===== src/rtl/imem_boot_loader_pkg.sv =====
// Shared definitions for the instruction-memory boot loader: FSM states,
// stream framing constants and the header legality check.
package imem_boot_loader_pkg;

  typedef enum logic [2:0] {
    HDR0  = 3'd0,
    HDR1  = 3'd1,
    LOAD  = 3'd2,
    FLUSH = 3'd3,
    RUN   = 3'd4,
    ERR   = 3'd5
  } state_t;

  localparam int HDR_BYTES      = 2;
  localparam int BYTES_PER_WORD = 4;

  // Word count must be nonzero and fit the memory; compared at 32 bits so no truncation.
  function automatic logic hdr_bad(input logic [15:0] n, input int addr_w);
    return (n == 16'd0) || (32'(n) > (32'd1 << addr_w));
  endfunction

endpackage


===== src/rtl/imem_boot_loader_byte_word_packer.sv =====
// 8->32 little-endian word assembler; word_valid pulses in the cycle the
// fourth byte of a word is presented, with the completed word alongside.
module byte_word_packer
  import imem_boot_loader_pkg::*;
(
  input  logic        clk,
  input  logic        reset,
  input  logic [7:0]  in_byte,
  input  logic        byte_en,
  output logic [31:0] word,
  output logic        word_valid
);

  logic [1:0]  cnt_p0;
  logic [23:0] shreg_p0;

  // Earlier bytes shift down so the first byte of a word ends in bits [7:0].
  always_ff @(posedge clk or negedge reset) begin
    if (!reset) begin
      cnt_p0   <= 2'd0;
      shreg_p0 <= 24'd0;
    end else if (byte_en) begin
      cnt_p0   <= cnt_p0 + 2'd1;
      shreg_p0 <= {in_byte, shreg_p0[23:8]};
    end
  end

  assign word       = {in_byte, shreg_p0};
  assign word_valid = byte_en && (cnt_p0 == 2'(BYTES_PER_WORD - 1));

endmodule


===== src/rtl/imem_boot_loader.sv =====
// Boot loader: parses a word-count header, streams words into instruction
// memory, then releases the core from reset.
module imem_boot_loader
  import imem_boot_loader_pkg::*;
#(
  parameter int ADDR_W = 10
) (
  input  logic              clk,
  input  logic              reset,
  input  logic [7:0]        s_byte,
  input  logic              s_valid,
  output logic              s_ready,
  output logic              imem_we,
  output logic [ADDR_W-1:0] imem_addr,
  output logic [31:0]       imem_wdata,
  output logic              core_reset,
  output logic              done,
  output logic              err
);

  state_t state, state_d;

  logic              acc;
  logic [7:0]        n_lo;
  logic [15:0]       n_q;
  logic [ADDR_W:0]   wcnt;
  logic [31:0]       word;
  logic              word_valid;
  logic              last_word;

  assign acc       = s_valid & s_ready;
  assign last_word = (32'(wcnt) + 32'd1) == 32'(n_q);

  byte_word_packer u_packer (
    .clk        (clk),
    .reset      (reset),
    .in_byte    (s_byte),
    .byte_en    (acc && (state == LOAD)),
    .word       (word),
    .word_valid (word_valid)
  );

  always_comb begin
    state_d = state;
    case (state)
      HDR0:    if (acc) state_d = HDR1;
      HDR1:    if (acc) state_d = hdr_bad({s_byte, n_lo}, ADDR_W) ? ERR : LOAD;
      LOAD:    if (word_valid && last_word) state_d = FLUSH;
      FLUSH:   state_d = RUN;
      RUN:     state_d = RUN;
      ERR:     state_d = ERR;
      default: state_d = HDR0;
    endcase
  end

  always_ff @(posedge clk or negedge reset) begin
    if (!reset) state <= HDR0;
    else        state <= state_d;
  end

  // Status outputs follow the next state so they change on the same edge as the FSM.
  always_ff @(posedge clk or negedge reset) begin
    if (!reset) begin
      s_ready    <= 1'b0;
      imem_we    <= 1'b0;
      imem_addr  <= '0;
      imem_wdata <= 32'd0;
      core_reset <= 1'b0;
      done       <= 1'b0;
      err        <= 1'b0;
      n_lo       <= 8'd0;
      n_q        <= 16'd0;
      wcnt       <= '0;
    end else begin
      s_ready    <= (state_d == HDR0) || (state_d == HDR1) || (state_d == LOAD);
      core_reset <= (state_d == RUN);
      done       <= (state_d == RUN);
      err        <= (state_d == ERR);
      imem_we    <= word_valid;
      if (acc && (state == HDR0)) n_lo <= s_byte;
      if (acc && (state == HDR1)) n_q  <= {s_byte, n_lo};
      if (word_valid) begin
        imem_addr  <= wcnt[ADDR_W-1:0];
        imem_wdata <= word;
        wcnt       <= wcnt + 1'b1;
      end
    end
  end

endmodule


===== config.mk =====
export PLATFORM = sky130hd
export DESIGN_NAME = imem_boot_loader
export DESIGN_NICKNAME = d
export VERILOG_FILES = /design/src/rtl/imem_boot_loader_pkg.sv /design/src/rtl/imem_boot_loader_byte_word_packer.sv /design/src/rtl/imem_boot_loader.sv
export SDC_FILE = /design/constraint.sdc
export NUM_CORES = 1
export LEC_CHECK = 0
export CORE_MARGIN = 2
export CORE_UTILIZATION = 35
export DETAILED_ROUTE_END_ITERATION = 10
export PLACE_DENSITY = 0.61
export SYNTH_ARGS = -nofsm -noshare
export SYNTH_HDL_FRONTEND = slang
export SYNTH_HIERARCHICAL = 1
export SYNTH_SLANG_ARGS = --single-unit

===== constraint.sdc =====
create_clock -name clk -period 2.6 [get_ports clk]
set_clock_uncertainty 0.2 [all_clocks]
set_input_delay 0.39 -clock clk [delete_from_list [all_inputs] [get_ports clk]]
set_output_delay 0.39 -clock clk [all_outputs]
set_load 0.02 [all_outputs]

After elaboration in Yosys (flattened, before gate mapping)
Cells that the tools add are included.
W data, S select, Z words.
- flip-flop bits (word level): 110
- input bits: 11
- output and inout bits: 47
- logic and storage cells: 45
- add/sub/neg operators: 3
- order comparisons: 1
- equality and inequality tests: 11
- mux-type cells: 5
- bitwise gates (word level): 1
- reductions and logical operators: 12
- operators with widths (kind ; count):
    $eq A12 B16 Y1 ; 1
    $gt A16 B11 Y1 const B ; 1
    $logic_not A16 Y1 ; 1
    $pmux W3 S5 ; 1
    $add A11 B1 Y12 const B ; 1
    $eq A3 B3 Y1 const B ; 4
    $mux W3 ; 4
    $add A11 B1 Y11 const B ; 1
    $eq A3 B2 Y1 const B ; 3
    $eq A3 B1 Y1 const B ; 2
    $logic_not A3 Y1 ; 2
    $logic_and A1 B1 Y1 ; 5
    $logic_or A1 B1 Y1 ; 3
    $add A2 B1 Y2 const B ; 1
    $eq A2 B2 Y1 const B ; 1
    $reduce_or A2 Y1 ; 1
    $and A1 B1 Y1 ; 1

Depth between registers and ports, before layout
- depth in word-level cells: 9
- gate-level depth with buffers: 11
- gate-level depth less buffers: 7

Modules after synthesis
Netlist, hierarchy kept.
- by module, submodules not included (module ; times used ; cells each ; area an instance (µm²) ; seq. area each (µm²)):
    imem_boot_loader ; 1 ; 267 ; 3641.0 ; 2102.0
    byte_word_packer ; 1 ; 65 ; 1138.6 ; 650.6

Worst setup path before layout
No wires, ideal clock.
- kind: reg2reg
- start point: reg state[0]
- end point: reg wcnt[10]
- library setup time: 0.079 ns
- data arrival time: 2.406 ns
- data required time: 2.321 ns
- slack: -0.085 ns
- cell stages (with the launch flop): 12
- path buffers: 5
- period minus slack after synthesis: 2.685 ns
- cell sequence: dfrtp_1 > buf_2 > or3b_2 > nor2_1 > buf_6 > buf_12 > and2_1 > clkbuf_8 > clkbuf_1 > nand3_1 > nor2_1 > xor2_1
- longest elaborated chain between the ends: 3
- RTL lines (item ; line ; text):
    start: declaration ; imem_boot_loader.sv:21 ; state_t state, state_d;
    start signal: assignment ; imem_boot_loader.sv:58 ; else state <= state_d;
    $eq A3 B2 Y1 ; imem_boot_loader.sv:38 ; .byte_en (acc && (state == LOAD)),
    $logic_and A1 B1 Y1 ; imem_boot_loader.sv:38 ;
    $logic_and A1 B1 Y1 ; imem_boot_loader_byte_word_packer.sv:29 ; assign word_valid = byte_en && (cnt_p0 == 2'(BYTES_PER_WORD - 1));
    via word_valid ; imem_boot_loader.sv:28 ; logic word_valid;
    end signal: assignment ; imem_boot_loader.sv:85 ; wcnt <= wcnt + 1'b1;
    end: declaration ; imem_boot_loader.sv:26 ; logic [ADDR_W:0] wcnt;
The timed path passes the listed nets, and every way through them passes these cells.
A chain may end at the register's enable or synchronous reset.

Worst setup path after layout
- start point: reg state[2]
- end point: reg s_ready
- longest elaborated chain between the ends: 9
- elaborated cells on any way between the ends: 19
- classes of those cells: 7 x eq/ne; 4 x mux; 8 x reduce/logical
- RTL lines (item ; line ; text):
    $eq A3 B2 Y1 * ; imem_boot_loader.sv:38 ;
    $logic_and A1 B1 Y1 * ; imem_boot_loader.sv:38 ;
    $logic_and A1 B1 Y1 * ; imem_boot_loader_byte_word_packer.sv:29 ;
    via word_valid ; imem_boot_loader.sv:28 ;
    $logic_and A1 B1 Y1 * ; imem_boot_loader.sv:48 ; LOAD: if (word_valid && last_word) state_d = FLUSH;
    $mux W3 * ; imem_boot_loader.sv:48 ;
    $pmux W3 S5 * ; imem_boot_loader.sv:45 ; case (state)
    $eq A3 B1 Y1 / $logic_not A3 Y1 (equally long branches) ; imem_boot_loader.sv:75 ; s_ready <= (state_d == HDR0) || (state_d == HDR1) || (state_d == LOAD);
    $logic_or A1 B1 Y1 ; imem_boot_loader.sv:75 ;
    $logic_or A1 B1 Y1 * ; imem_boot_loader.sv:75 ;
    end signal: assignment ; imem_boot_loader.sv:75 ;
    end: declaration ; imem_boot_loader.sv:12 ; output logic s_ready,
Mark *: on every way through the listed nets, which the timed path passes. The rest lies on a longest branch.

==> results.toml <==
[setup_path]
start_kind = "register"
worstPathMaxFanout = 7
crit_arrival_ns = 2.42
critPathKind = "register to register"
critPathRequiredTime_ns = 2.63
critPathCaptureType = "register"

[power]
seq_power_share_pct = 51.3
combPwrFrac_pct = 14.6
p_sw_uw = 1010
p_leak_uw = 0.00266
clkPwrFrac_pct = 34.1
peakVddDrop_uv = 339
p_per_area_nw_per_um2 = 685
switching_share_pct = 25.3
internal-power_uw = 2970

[synth]
synthCells = 332
synth.area.top_cells = "dfrtp_1 (58%), mux2_2 (17%), mux2_4 (5.7%)"
ys.flop_type = "dfrtp_1"
avgSynthCellArea_um2 = 14.4
synth_top_area_cell = "dfrtp_1"
synth_area_um2 = 4780
ys_ff_latch = 110
synth_nets = 345
yosys_warnings = 6
synthArstFlopShare_pct = 100
synth_edf_count = 0
yosysTopAreaCellShare_pct = 57.6
ys_seq_area_share_pct = 57.6
synth.distinct_cells = 44

[floorplan]
fp.dieArea_um2 = 14600
coreArea_um2 = 13300
die_h_um = 121
start_util_pct = 35.9
io_pins = 58
rows = 42
die_x_um = 121

[detailed_routing]
antenna_left = 0
drc = 0
vias_per_cell = 4.82
drt-initial-drc-count = 159
via_count = 2755
wl_per_cell_um = 15.7
firstDrtPassIters = 4
wl_um = 8980

[global_routing]
busiest_layer = "met2"
use_met3_pct = 3.05
grt_pass1_vias = 2814
grt_max_degree = 61
met1_usage_pct = 18.3
antenna_found_initial = 0
grt_overflow_total = 0
gr-usage-met2_pct = 20.1
grt_pass1_wl_um = 14900
grt_use_total_pct = 13.1

[sta]
period_minus_slack_ns = 2.39
post-route-period-util_pct = 92.1
max_freq_ghz = 0.418
finalSetupViolCount = 0
relSlewSlack_pct = 69.3
worst_slew_pin_slew_ns = 0.461
slew_violations = 0
grt_setup_unrepaired = "false"
final_hold_viol_count = 0

[placed_design]
io_buffers = 57
dp_hpwl_um = 6190
post_dp_cell_area_um2 = 5500
globalplace.congestion = 0.785

[clocking]
hold_buffers = 1
cts_resized = 0
tritoncts = "done"
cts_buffers = 9
clk_pin_slew_worst_paths_ns = 0.07
ctsRootBufferMaster = "clkbuf_16"
cts-htree-levels = 3
cts_setup_buffers = 0
clockBufferDepth = 2
insertion_delay_ns = 0.34
cts.sink_count = 110

[final_layout]
drive_gt1_share_pct = 33.2
fin_nets = 404
syn2layout_area_growth_pct = 21.4
utilization_pct = 43.6
fin_area_um2 = 5800
n_antenna_cell = 0

[run]
drv_cap = 0

[worst_hold_path]
hp-class = "primary input to async pin"

[outcome]
outcome = "finished clean"
-- per-stage QoR --
step | TNS [ns] | worst slack (ns) | instances | hold slack [ns] | total power (uW)
6_report | 0 | 0.206 | 571 | 0.296 | 3980
5_1_grt | 0 | 0.0657 | 571 | 0.322 | 4180
4_1_cts | 0 | 0.186 | 571 | 0.291 | 4030
3_5_place_dp | 0 | 0.179 | 555 | 0.126 | 2660
3_3_place_gp | 0 | 0.185 | 555 | 0.123 | 2640
2_1_floorplan | -2.17 | -0.0700 | 332 | -0.106 | 2450
-- synth_stat cells (3+ instances only) --
library cell  count
xnor2_1          15
nor4_1            3
xor2_1           10
a21oi_1           4
nor2_1            7
nand4_1           5
buf_6             6
nand3_1           9
nand2_1          10
dfrtp_1         110
buf_4             9
clkbuf_1          7
mux2_4           18
mux2_2           74
nor3_1            3
o21ai_0           7
-- path summary, 6_finish.rpt --
kind | startpoint | end | slack, ns | depth (start not counted)
worst max register to register | state[2] | s_ready | 0.21 | 7
min in group clk | u_packer/cnt_p0[0] | u_packer/cnt_p0[0] | 0.30 | 1
worst max-delay path | state[2] | s_ready | 0.21 | 7
worst min register to register | u_packer/cnt_p0[0] | u_packer/cnt_p0[0] | 0.30 | 1
worst min-delay path | reset | imem_wdata[4] | 0.30 | 2
max in group asynchronous | reset | imem_addr[6] | 1.22 | 3
-- sequential cells by signal (all words and copies together), names as in the netlist --
name / count
n_lo: 8
err: 1
imem_wdata: 32
imem_we: 1
done: 1
s_ready: 1
u_packer/shreg_p0: 24
imem_addr: 10
u_packer/cnt_p0: 2
wcnt: 11
state: 3
n_q: 16
-- worst max-delay path, stage by stage, from the launching register on --
cell and delay (ns):
dfrtp_1 0.44, or3b_2 0.55, nor2_4 0.13, and2_2 0.19, nand3_1 0.12, a2111oi_2 0.25, nand4_1 0.23, o211a_1 0.19
-- power groups by stage --
stage	clock, uW	combinational (uW)	sequential [uW]
after detailed placement	0	583	2080
after global placement	0	569	2070
final	1360	582	2040
after CTS	1400	589	2040
after floorplan	0	401	2050
after global routing	1470	644	2070
-- routing by layer --
metal	wire [um]	part of all wire, %
met5	0	0
met4	114	1.3
met3	267	3.0
met2	4230	47
met1	4370	49
-- area by class of cell --
class                   count  area (um^2)
fillers                  1222         7490
flip-flops and latches    110         2750
multi-input cells         193         1800
repair buffers             75          731
clock buffers              11          233
well taps                 176          220
clock inverters             4         56.3
inverters                   2         7.51
-- cells by family (layout without fill, tap and decap cells) --
kind of cell	after synthesis	after routing	synth area share, %
compound gates	21	21	3.09
flops	110	110	57.6
mux	92	92	23.1
xor+xnor	25	25	4.58
buf+inv	29	92	4.87
simple gates	53	53	6.26
fa+ha+maj	2	2	0.523
-- cells in the final DEF (no fill, tap or decap), types with 2 or more instances in the layout --
| cell type | instances |
|---|---|
| o21ai_0 | 7 |
| nor3_1 | 3 |
| buf_12 | 2 |
| nor4_1 | 3 |
| nand3_1 | 9 |
| ha_1 | 2 |
| buf_4 | 16 |
| clkdlybuf4s50_1 | 56 |
| dfrtp_1 | 110 |
| a21oi_1 | 4 |
| xor2_1 | 10 |
| clkbuf_1 | 2 |
| o211a_1 | 2 |
| and3_2 | 2 |
| clkinv_4 | 2 |
| nor2_1 | 6 |
| nand4_1 | 5 |
| mux2_2 | 74 |
| and3_1 | 2 |
| mux2_4 | 18 |
| inv_1 | 2 |
| clkbuf_16 | 9 |
| nand2_1 | 10 |
| xnor2_1 | 15 |
| and2_2 | 2 |
Power figures use the tool's default switching activity.
